File: src/rtl/matmul_skew_feeder_pkg.sv
// Shared constants, FSM state type and skew indexing helper for the 4x4 systolic
// matrix multiplier front end.
package matmul_pkg;

  localparam int N          = 4;
  localparam int DATA_W     = 8;
  localparam int STREAM_LEN = 2*N - 1;

  typedef enum logic [1:0] {
    IDLE   = 2'd0,
    CLEAR  = 2'd1,
    STREAM = 2'd2,
    DRAIN  = 2'd3
  } state_t;

  typedef struct packed {
    logic       vld;
    logic [1:0] idx;
  } skew_t;

  // Lane 'lane' carries element index t-lane; outside 0..N-1 the lane is idle.
  function automatic skew_t skew_idx(input logic [2:0] t, input logic [1:0] lane);
    logic signed [3:0] d;
    skew_t s;
    d     = $signed({1'b0, t}) - $signed({2'b00, lane});
    s.vld = (d >= 4'sd0) && (d <= 4'sd3);
    s.idx = d[1:0];
    return s;
  endfunction

endpackage

File: src/rtl/matmul_operand_store.sv
// Two 4x4 operand register files (A and B) with a single row-write port;
// every element is exposed flat, element [r][c] at bits (r*N+c)*DATA_W.
module matmul_operand_store
  import matmul_pkg::*;
#(
  parameter int DATA_W = matmul_pkg::DATA_W
) (
  input  logic                     clk,
  input  logic                     reset,
  input  logic                     we,
  input  logic                     sel,
  input  logic [1:0]               row,
  input  logic [N*DATA_W-1:0]      data,
  output logic [N*N*DATA_W-1:0]    a_flat,
  output logic [N*N*DATA_W-1:0]    b_flat
);

  always_ff @(posedge clk) begin
    if (!reset) begin
      a_flat <= '0;
      b_flat <= '0;
    end else if (we) begin
      if (!sel) a_flat[int'(row)*N*DATA_W +: N*DATA_W] <= data;
      else      b_flat[int'(row)*N*DATA_W +: N*DATA_W] <= data;
    end
  end

endmodule

File: src/rtl/matmul_skew_feeder.sv
// Operand feeder for the 4x4 systolic array: buffers A and B, clears the PEs,
// streams diagonally skewed rows/columns, waits for drain and pulses done.
module matmul_skew_feeder
  import matmul_pkg::*;
#(
  parameter int DATA_W       = matmul_pkg::DATA_W,
  parameter int DRAIN_CYCLES = 4
) (
  input  logic                  clk,
  input  logic                  reset,
  input  logic                  load_valid,
  output logic                  load_ready,
  input  logic                  load_sel,
  input  logic [1:0]            load_row,
  input  logic [4*DATA_W-1:0]   load_data,
  input  logic                  start,
  output logic                  busy,
  output logic                  done,
  output logic                  pe_clear,
  output logic [DATA_W-1:0]     a1,
  output logic [DATA_W-1:0]     a2,
  output logic [DATA_W-1:0]     a3,
  output logic [DATA_W-1:0]     a4,
  output logic [DATA_W-1:0]     b1,
  output logic [DATA_W-1:0]     b2,
  output logic [DATA_W-1:0]     b3,
  output logic [DATA_W-1:0]     b4
);

  localparam int             DCW   = (DRAIN_CYCLES > 0) ? $clog2(DRAIN_CYCLES + 1) : 1;
  localparam logic [DCW-1:0] DLAST = DCW'((DRAIN_CYCLES > 0) ? DRAIN_CYCLES - 1 : 0);
  localparam logic [2:0]     TLAST = 3'(STREAM_LEN - 1);

  state_t                   state;
  logic [2:0]               tcnt;
  logic [DCW-1:0]           dcnt;
  logic                     we;
  logic [N*N*DATA_W-1:0]    a_flat;
  logic [N*N*DATA_W-1:0]    b_flat;
  logic [2:0]               tsel;
  skew_t                    sk;
  logic [DATA_W-1:0]        a_nxt [N];
  logic [DATA_W-1:0]        b_nxt [N];
  logic [DATA_W-1:0]        a_p0  [N];
  logic [DATA_W-1:0]        b_p0  [N];

  assign we = load_valid && load_ready;

  matmul_operand_store #(
    .DATA_W (DATA_W)
  ) u_store (
    .clk    (clk),
    .reset  (reset),
    .we     (we),
    .sel    (load_sel),
    .row    (load_row),
    .data   (load_data),
    .a_flat (a_flat),
    .b_flat (b_flat)
  );

  function automatic logic [DATA_W-1:0] elem(input logic [N*N*DATA_W-1:0] m,
                                             input int r, input int c);
    return m[(r*N + c)*DATA_W +: DATA_W];
  endfunction

  // Stage p0 input: beat for the step about to be registered (t=0 out of CLEAR).
  always_comb begin
    tsel = (state == CLEAR) ? 3'd0 : tcnt + 3'd1;
    sk   = '0;
    for (int i = 0; i < N; i++) begin
      sk       = skew_idx(tsel, 2'(i));
      b_nxt[i] = sk.vld ? elem(a_flat, i, int'(sk.idx)) : '0;
      a_nxt[i] = sk.vld ? elem(b_flat, int'(sk.idx), i) : '0;
    end
  end

  // Stage p0: FSM and registered array-facing outputs.
  always_ff @(posedge clk) begin
    if (!reset) begin
      state      <= IDLE;
      tcnt       <= '0;
      dcnt       <= '0;
      pe_clear   <= 1'b0;
      done       <= 1'b0;
      busy       <= 1'b0;
      load_ready <= 1'b1;
      for (int i = 0; i < N; i++) begin
        a_p0[i] <= '0;
        b_p0[i] <= '0;
      end
    end else begin
      pe_clear <= 1'b0;
      done     <= 1'b0;
      case (state)
        IDLE: begin
          if (start) begin
            state      <= CLEAR;
            pe_clear   <= 1'b1;
            busy       <= 1'b1;
            load_ready <= 1'b0;
          end
        end
        CLEAR: begin
          state <= STREAM;
          tcnt  <= '0;
          a_p0  <= a_nxt;
          b_p0  <= b_nxt;
        end
        STREAM: begin
          if (tcnt == TLAST) begin
            for (int i = 0; i < N; i++) begin
              a_p0[i] <= '0;
              b_p0[i] <= '0;
            end
            dcnt <= '0;
            if (DRAIN_CYCLES == 0) begin
              state      <= IDLE;
              done       <= 1'b1;
              busy       <= 1'b0;
              load_ready <= 1'b1;
            end else begin
              state <= DRAIN;
            end
          end else begin
            tcnt <= tcnt + 3'd1;
            a_p0 <= a_nxt;
            b_p0 <= b_nxt;
          end
        end
        DRAIN: begin
          if (dcnt == DLAST) begin
            state      <= IDLE;
            done       <= 1'b1;
            busy       <= 1'b0;
            load_ready <= 1'b1;
          end else begin
            dcnt <= dcnt + 1'b1;
          end
        end
        default: state <= IDLE;
      endcase
    end
  end

  assign a1 = a_p0[0];
  assign a2 = a_p0[1];
  assign a3 = a_p0[2];
  assign a4 = a_p0[3];
  assign b1 = b_p0[0];
  assign b2 = b_p0[1];
  assign b3 = b_p0[2];
  assign b4 = b_p0[3];

endmodule

File: config.mk
export PLATFORM = sky130hd
export DESIGN_NAME = matmul_skew_feeder
export DESIGN_NICKNAME = d
export VERILOG_FILES = /design/src/rtl/matmul_skew_feeder_pkg.sv /design/src/rtl/matmul_operand_store.sv /design/src/rtl/matmul_skew_feeder.sv
export SDC_FILE = /design/constraint.sdc
export NUM_CORES = 1
export LEC_CHECK = 0
export ABC_AREA = 1
export ABC_CLOCK_PERIOD_IN_PS = 2900
export CAP_MARGIN = 25
export CORE_ASPECT_RATIO = 1.75
export CORE_MARGIN = 2
export CORE_UTILIZATION = 53
export CTS_CLUSTER_SIZE = 10
export DETAILED_ROUTE_END_ITERATION = 6
export PLACE_DENSITY = 0.76
export SETUP_SLACK_MARGIN = 0.3
export SLEW_MARGIN = 20
export SYNTH_ARGS = -nofsm -noshare
export SYNTH_HDL_FRONTEND = slang
export SYNTH_SLANG_ARGS = --single-unit
export TNS_END_PERCENT = 5
File: constraint.sdc
create_clock -name clk -period 2.9 [get_ports clk]
set_clock_uncertainty 0.15 [all_clocks]
set_input_delay 0.29 -clock clk [delete_from_list [all_inputs] [get_ports clk]]
set_output_delay 0.29 -clock clk [all_outputs]
set_load 0.1 [all_outputs]
==> results of run 1 <==
==> area by class of cell <==
class | count | area (um2) | area share
timing repair buffer | 154 | 1360 | 0.0799
multi-input combinational | 1527 | 6810 | 0.400
inverter | 186 | 703 | 0.0413
clock buffer | 41 | 1030 | 0.0603
tap | 373 | 467 | 0.0274
sequential | 332 | 6650 | 0.391
clock inverter | 1 | 8.76 | 0.000515
==> power by group through the flow <==
stage                     sequential [W]  combinational (W)  clock, W
after floorplan                  0.00572            0.00298         0
after global placement           0.00511            0.00492         0
after detailed placement         0.00512            0.00495         0
after CTS                        0.00503            0.00498   0.00430
after global routing             0.00505            0.00550   0.00447
final                            0.00503            0.00509   0.00429
==> flip-flops by register name (all words and copies together) (netlist names) <==
register and cells:
load_ready 1, u_store.a_flat 128, dcnt 3, b1 8, u_store.b_flat 128, a2 8, a1 8, tcnt 3
busy 1, state 2, pe_clear 1, b3 8, a3 8, a4 8, b4 8, b2 8
done 1
==> placed cells by master, fill, tap and decap left out, types with 2 or more instances in the layout <==
master,n
clkbuf_16,41
nor2_4,2
dfxtp_1,331
nor2_1,381
buf_12,8
nor3_1,17
inv_4,2
o21ai_0,220
clkdlybuf4s50_1,37
o21ai_1,6
inv_1,179
nand2_1,491
clkinv_1,2
buf_6,3
ha_1,17
a211oi_1,12
nor2_2,7
nand4_1,33
nand2_2,4
nand3_1,122
inv_2,3
buf_4,106
a21oi_1,209
==> kinds of logic (layout without fill, tap and decap cells) <==
family | after synthesis | after routing | synth area share
AND/OR/NAND/NOR | 1060 | 1060 | 0.289
AO/OA/AOI/OAI | 450 | 450 | 0.155
flip-flops | 332 | 332 | 0.448
buffers and inverters | 339 | 382 | 0.0934
adder cells (fa/ha/maj) | 17 | 17 | 0.0144
==> metal layers <==
metal | vias up | global-route usage | share of wire
li1 | 7079 | - | -
met1 | 6878 | 0.411 | 0.36
met2 | 767 | 0.578 | 0.48
met3 | 197 | 0.0458 | 0.072
met4 | 0 | 0.257 | 0.089
met5 | - | 0 | 0
==> per-stage QoR <==
stage | cell area (um2) | hold slack (ns)
2_1_floorplan | 14800 | 0.262
3_3_place_gp | 16000 | 0.264
3_5_place_dp | 16000 | 0.291
4_1_cts | 17000 | 0.143
5_1_grt | 17000 | 0.170
6_report | 17000 | 0.149
==> worst reg2reg max path, delay by kind of cell (launching register included) <==
family	cells	cell delay, ns
AO/OA/AOI/OAI	1	0.07
adder cells (fa/ha/maj)	1	0.34
AND/OR/NAND/NOR	4	0.66
buffers and inverters	5	0.85
flip-flops	1	0.35
==> worst max-delay path by stage <==
stage,start,to,slack (ns)
after floorplan,tcnt[0],a2[2],0.32
after global placement,load_row[0],u_store.a_flat[108],0.30
after detailed placement,load_row[1],u_store.a_flat[51],0.29
after CTS,state[1],a2[1],0.37
after global routing,state[1],a2[1],0.27
final,tcnt[0],a1[7],0.35
==> results by group, run 1 <==
Global routing
  • Largest net degree at the start of global routing: 212
  • Vias in the first global route: 14000
  • Total global-route track usage: 0.350
  • First-pass GRT wire length: 78.3 mm
  • Initial antenna violation count: 0
  • Total grt overflow: 0

Yosys
  • EDFF count, synth: 0
  • Fraction of registers with async set/reset: 0
  • Seq cells post-synth: around 330
  • Top cell type's share of synthesized area: 0.448
  • Count leader, synth: nand2_1
  • Leading post-synthesis cells by cell area: dfxtp_1, nand2_1, nor2_1
  • Cell Area, Synth: approximately 0.015 mm2
  • Yosys warning count: 0
  • Synth cell count leaders: nand2_1, nor2_1, dfxtp_1
  • Ys flop type: dfxtp_1
  • Synth Instances: ~2200
  • Syn_area_per_cell: 6.74 um2
  • Area leader, netlist: dfxtp_1
  • Seq/Total Area, Yosys: 0.448
  • Syn_nets: between 2000 and 2500
  • Netlist cell types: 28

Worst setup path
  • CP Depth: 11
  • Worst path slowest cell: buf_4
  • Crit path buffers/inverters: 5
  • Crit-path cells: inv_1 -> ha_1 -> buf_4 -> inv_1 -> nand2_1 -> inv_1 -> buf_12 -> nand2_1 -> nand4_1 -> nand2_1 -> a21oi_1
  • Worst setup EP type: register
  • Worst setup path category: register to register
  • FF-to-FF End: a1[7]
  • Startpoint class of the critical path: register
  • CP peak stage delay: between 0.4 and 0.5 ns
  • Flop-to-flop setup slack: 0.35 ns
  • Cell family with most CP delay: buffers and inverters
  • CP Max Fanout: 34
  • WP data arrival: 2.82 ns
  • Worst R2R Start: tcnt[0]
  • R2R depth: 11
  • Crit path required time: 3.17 ns

Final layout
  • Layout area overhead: 14.8%
  • ANT cells: 0
  • Fin cells: about 2600
  • Fillers: 2656
  • Final Core Density: 0.613
  • Share of cells above drive strength 1: 0.0812
  • Layout Nets: 2296

Clock tree
  • Num CTS Buffers: 39
  • Gates resized, CTS repair: 1
  • Hold Buf Count CTS: 0
  • Clock Sinks: 332
  • Max Buffers Root-to-Sink: 3
  • Worst-Skew Late Latency: 0.54 ns
  • Setup Fix Bufs, Post-CTS: 0
  • CTS tree: built
  • H-tree depth: 2
  • Root Buffer: clkbuf_16
  • Worst-path clk slew: 0.06 ns

Place
  • Post-DP HPWL: 36.2 mm
  • # port buffers: 106
  • Pre-CTS setup slack: 0.295 ns
  • Placed cell count: 2572
  • GPL Wtd Cong: between 0.9 and 1

Route
  • DR iter-0 viols: ~1700
  • Post-DRT Antenna Nets: 0
  • Detailed-route via count: 14900
  • Drt wl/cell: between 15 and 20 um
  • Via density: 5.71
  • Final WL: 51.3 mm
  • Drt first pass iters: 7
  • Drt drc: 0

Die
  • Initial Util: 0.534
  • Die ar.: a little under 0.03 mm2
  • Core Region: about 0.028 mm2
  • Rows: 81
  • Die width: 130 um
  • Io pins: 107
  • Die height: 225 um

STA
  • Max-slew headroom: 0.366
  • Final Max Slew Viols: 0
  • Setup TNS: 0 ns
  • Minimum clock period: 2.55 ns
  • FMAX: 392 MHz
  • RSZ-0062 raised after global routing: yes
  • Period utilization: 0.880
  • Final WS setup: 0.349 ns
  • Hold Fails Final Rpt: 0
  • Tightest Pin Transition: about 0.95 ns
  • Final setup viols: 0

Pwr
  • P_leak: 7.28 nW
  • Combinational Power Share: 0.353
  • Cell Int Power: 0.00858 W
  • Pwr/cell area: 846 mW/mm2
  • Overall Power: 0.0144 W
  • Flop pwr share: 0.349
  • Worst VDD drop: around 650 uV
  • Sw Pwr: between 0.005 and 0.006 W
  • Clk pwr share: 0.298
  • Sw frac: 0.404

Min path
  • Hold endpoint: b2[7]
  • Worst hold path depth: 3
  • Hold Startpoint: reset
  • Min-Delay Path Class: input pin to register

Job
  • Max-cap viol count: 0

Outcome
  • Outcome: finished, final reports clean
Note: power is estimated with default switching activity, not from simulation.
==> inputs of run 2 (changes only) <==
--- a/config.mk
+++ b/config.mk
@@ -9,13 +9,11 @@
 export ABC_CLOCK_PERIOD_IN_PS = 2900
 export CAP_MARGIN = 25
 export CORE_ASPECT_RATIO = 1.75
-export CORE_MARGIN = 2
 export CORE_UTILIZATION = 53
 export CTS_CLUSTER_SIZE = 10
 export DETAILED_ROUTE_END_ITERATION = 6
 export PLACE_DENSITY = 0.76
 export SETUP_SLACK_MARGIN = 0.3
-export SLEW_MARGIN = 20
 export SYNTH_ARGS = -nofsm -noshare
 export SYNTH_HDL_FRONTEND = slang
 export SYNTH_SLANG_ARGS = --single-unit
==> run 2 against run 1 <==
Net effect: die area shrank 2.4%; power down 0.14%; global-route usage is 2.3 points higher; combinational power rose by 2%; sequential power about the same; final area about the same; sequential cell count unchanged; core utilization grew 0.95 points; clock power is 2% lower; final cell count about the same; maximum frequency is 1.2% higher; critical path type unchanged.
==> results by group, run 2 (same netlist as run 1, synthesis figures left out) <==
Outcome
  • Outcome: finished, final reports clean

Worst setup path
  • Worst setup path category: register to register
  • CP Max Fanout: 32 (-5.9%)
  • WP data arrival: 2.83 ns (about the same)
  • Crit path required time: 3.21 ns (+0.04 ns)
  • Startpoint class of the critical path: register
  • Worst setup EP type: register

Die
  • Die height: 223 um (-0.89%)
  • Initial Util: 0.542 (+0.00865)
  • Die ar.: 0.0287 mm2 (-2.4%)
  • Io pins: 107 (unchanged)
  • Rows: 80 (-1.2%)
  • Die width: 128 um (-1.5%)
  • Core Region: 0.0273 mm2 (-1.6%)

Place
  • # port buffers: 106 (unchanged)
  • Post-DP HPWL: 37.0 mm (+2.3%)
  • Pre-CTS setup slack: 0.165 ns (-0.130 ns)
  • GPL Wtd Cong: 0.982 (+0.19%)
  • Placed cell count: 2566 (-0.23%)

Route
  • WL met3: 3.22 mm (-12%)
  • Drt wl/cell: 20.1 um (+2.3%)
  • Metal2 WL: 24.2 mm (-1.5%)
  • DR top layer: met4
  • Final WL: 52.4 mm (+2.3%)
  • Post-DRT Antenna Nets: 0 (unchanged)
  • Detailed-route via count: 14700 (-1.7%)
  • Drt drc: 0 (unchanged)
  • Drt first pass iters: 6 (-1)
  • DR iter-0 viols: 1521 (-9.5%)
  • Metal-1 WL: 19.7 mm (+6.8%)
  • Via density: 5.61 (-1.7%)

Global routing
  • First-pass GRT wire length: 80.5 mm (+2.8%)
  • Vias in the first global route: 14200 (+1.4%)
  • Initial antenna violation count: 1 (+1)
  • Total global-route track usage: 0.373 (+0.0228)
  • Total grt overflow: 0 (unchanged)
  • Largest net degree at the start of global routing: 104 (-51%)

Clock tree
  • Worst-Skew Late Latency: 0.53 ns (about the same)
  • CTS tree: built
  • Num CTS Buffers: 39 (unchanged)
  • Worst-path clk slew: 0.05 ns (about the same)
  • Clock Sinks: 332 (unchanged)
  • Root Buffer: clkbuf_16
  • Max Buffers Root-to-Sink: 3 (unchanged)
  • H-tree depth: 2 (unchanged)

STA
  • Minimum clock period: 2.52 ns (-0.0310 ns)
  • Final setup viols: 0 (unchanged)
  • Period utilization: 0.869 (-0.0107)
  • Tightest Pin Transition: 0.883 ns (-0.0676 ns)
  • RSZ-0062 raised after global routing: no
  • Final Max Slew Viols: 0 (unchanged)
  • Hold Fails Final Rpt: 0 (unchanged)
  • Setup TNS: 0 ns (unchanged)
  • Max-slew headroom: 0.411 (+0.0444)
  • FMAX: 397 MHz (+1.2%)
  • Final WS setup: 0.380 ns (+0.0310 ns)

Job
  • Max-cap viol count: 0 (unchanged)

Final layout
  • ANT cells: 0 (unchanged)
  • Fin cells: 2612 (-0.077%)
  • Most common cell after layout, fill and taps aside: nand2_1
  • Layout area overhead: 14.8% (about the same)
  • Multi-input gate area: 0.00681 mm2 (about the same)
  • Share of cells above drive strength 1: 0.0811 (about the same)
  • Layout Nets: 2297 (+0.044%)
  • Most frequent cells in the layout: nand2_1, nor2_1, dfxtp_1, o21ai_0, a21oi_1
  • Top Registers: u_store.a_flat (128), u_store.b_flat (128)
  • Fillers: 2613 (-1.6%)
  • Seq. cell area: 0.00665 mm2 (unchanged)

Min path
  • Min-Delay Path Class: input pin to register

Pwr
  • Worst VDD drop: 634 uV (-2.0%)
  • P_leak: 7.27 nW (about the same)
  • Pwr/cell area: 846 mW/mm2 (about the same)
[run 2: cell count changes in the layout (fill, tap and decap cells not counted)]
cell           delta
buf_12            +2
buf_4             +1
buf_6             -3
clkbuf_1          +2
clkbuf_16         -2
clkinv_4          +1
dlygate4sd3_1     +1
ha_1              -1
ha_2              +1
[run 2: layout make-up]
type / count / share of cell area
Clock buffer: 41 / 0.0578
Clock inverter: 2 / 0.00103
Inverter: 186 / 0.0413
Multi-Input combinational cell: 1527 / 0.401
Sequential cell: 332 / 0.391
Tap cell: 369 / 0.0271
Timing Repair Buffer: 155 / 0.0814
[run 2: timing repair]
item                                    CTS  global route
buffers inserted                          0             2
endpoints found under the setup margin    0            16
gates resized for setup                   0             4
endpoints found under the hold margin     9             0
hold buffers                              1             0
[run 2: final timing paths]
| check | from | depth (start not counted) | endpoint | slack [ns] |
|---|---|---|---|---|
| setup / recovery | tcnt[0] | 9 | b3[5] | 0.38 |
| hold / removal | start | 3 | pe_clear | 0.20 |
| setup reg to reg | tcnt[0] | 9 | b3[5] | 0.38 |
| hold reg to reg | u_store.a_flat[124] | 2 | u_store.a_flat[124] | 0.30 |
[run 2: report_power, final]
part / switching, W / internal, W / leakage, nW
clock: 0.00181 / 0.00238 / 0.492
combinational: 0.00393 / 0.00124 / 4.09
sequential: 0.000159 / 0.00486 / 2.69
total: 0.00591 / 0.00848 / 7.27
[run 2: stage by stage]
stage	total power [W]	hold WS (ns)	instance area, um2	util
final	0.0144	0.202	17000	0.622
after global routing	0.0150	0.205	17000	0.622
after CTS	0.0143	0.190	17000	0.621
after detailed placement	0.0102	0.293	16000	0.584
after global placement	0.0101	0.288	16000	0.584
after floorplan	0.00870	0.262	14800	-
[run 2: routing by layer]
metal  track usage  vias up
met5             0        -
met4         0.334        0
met3        0.0458      161
met2         0.598      601
met1         0.433     6815
li1              -     7084
[run 2: critical path: stages (launching register included)]
cell and delay, ns:
dfxtp_2 0.36, inv_1 0.07, ha_1 0.36, nor2_4 0.16, buf_12 0.13, buf_4 0.37, nand3_1 0.17, nand4_1 0.38
nand2_1 0.12, a21oi_1 0.14
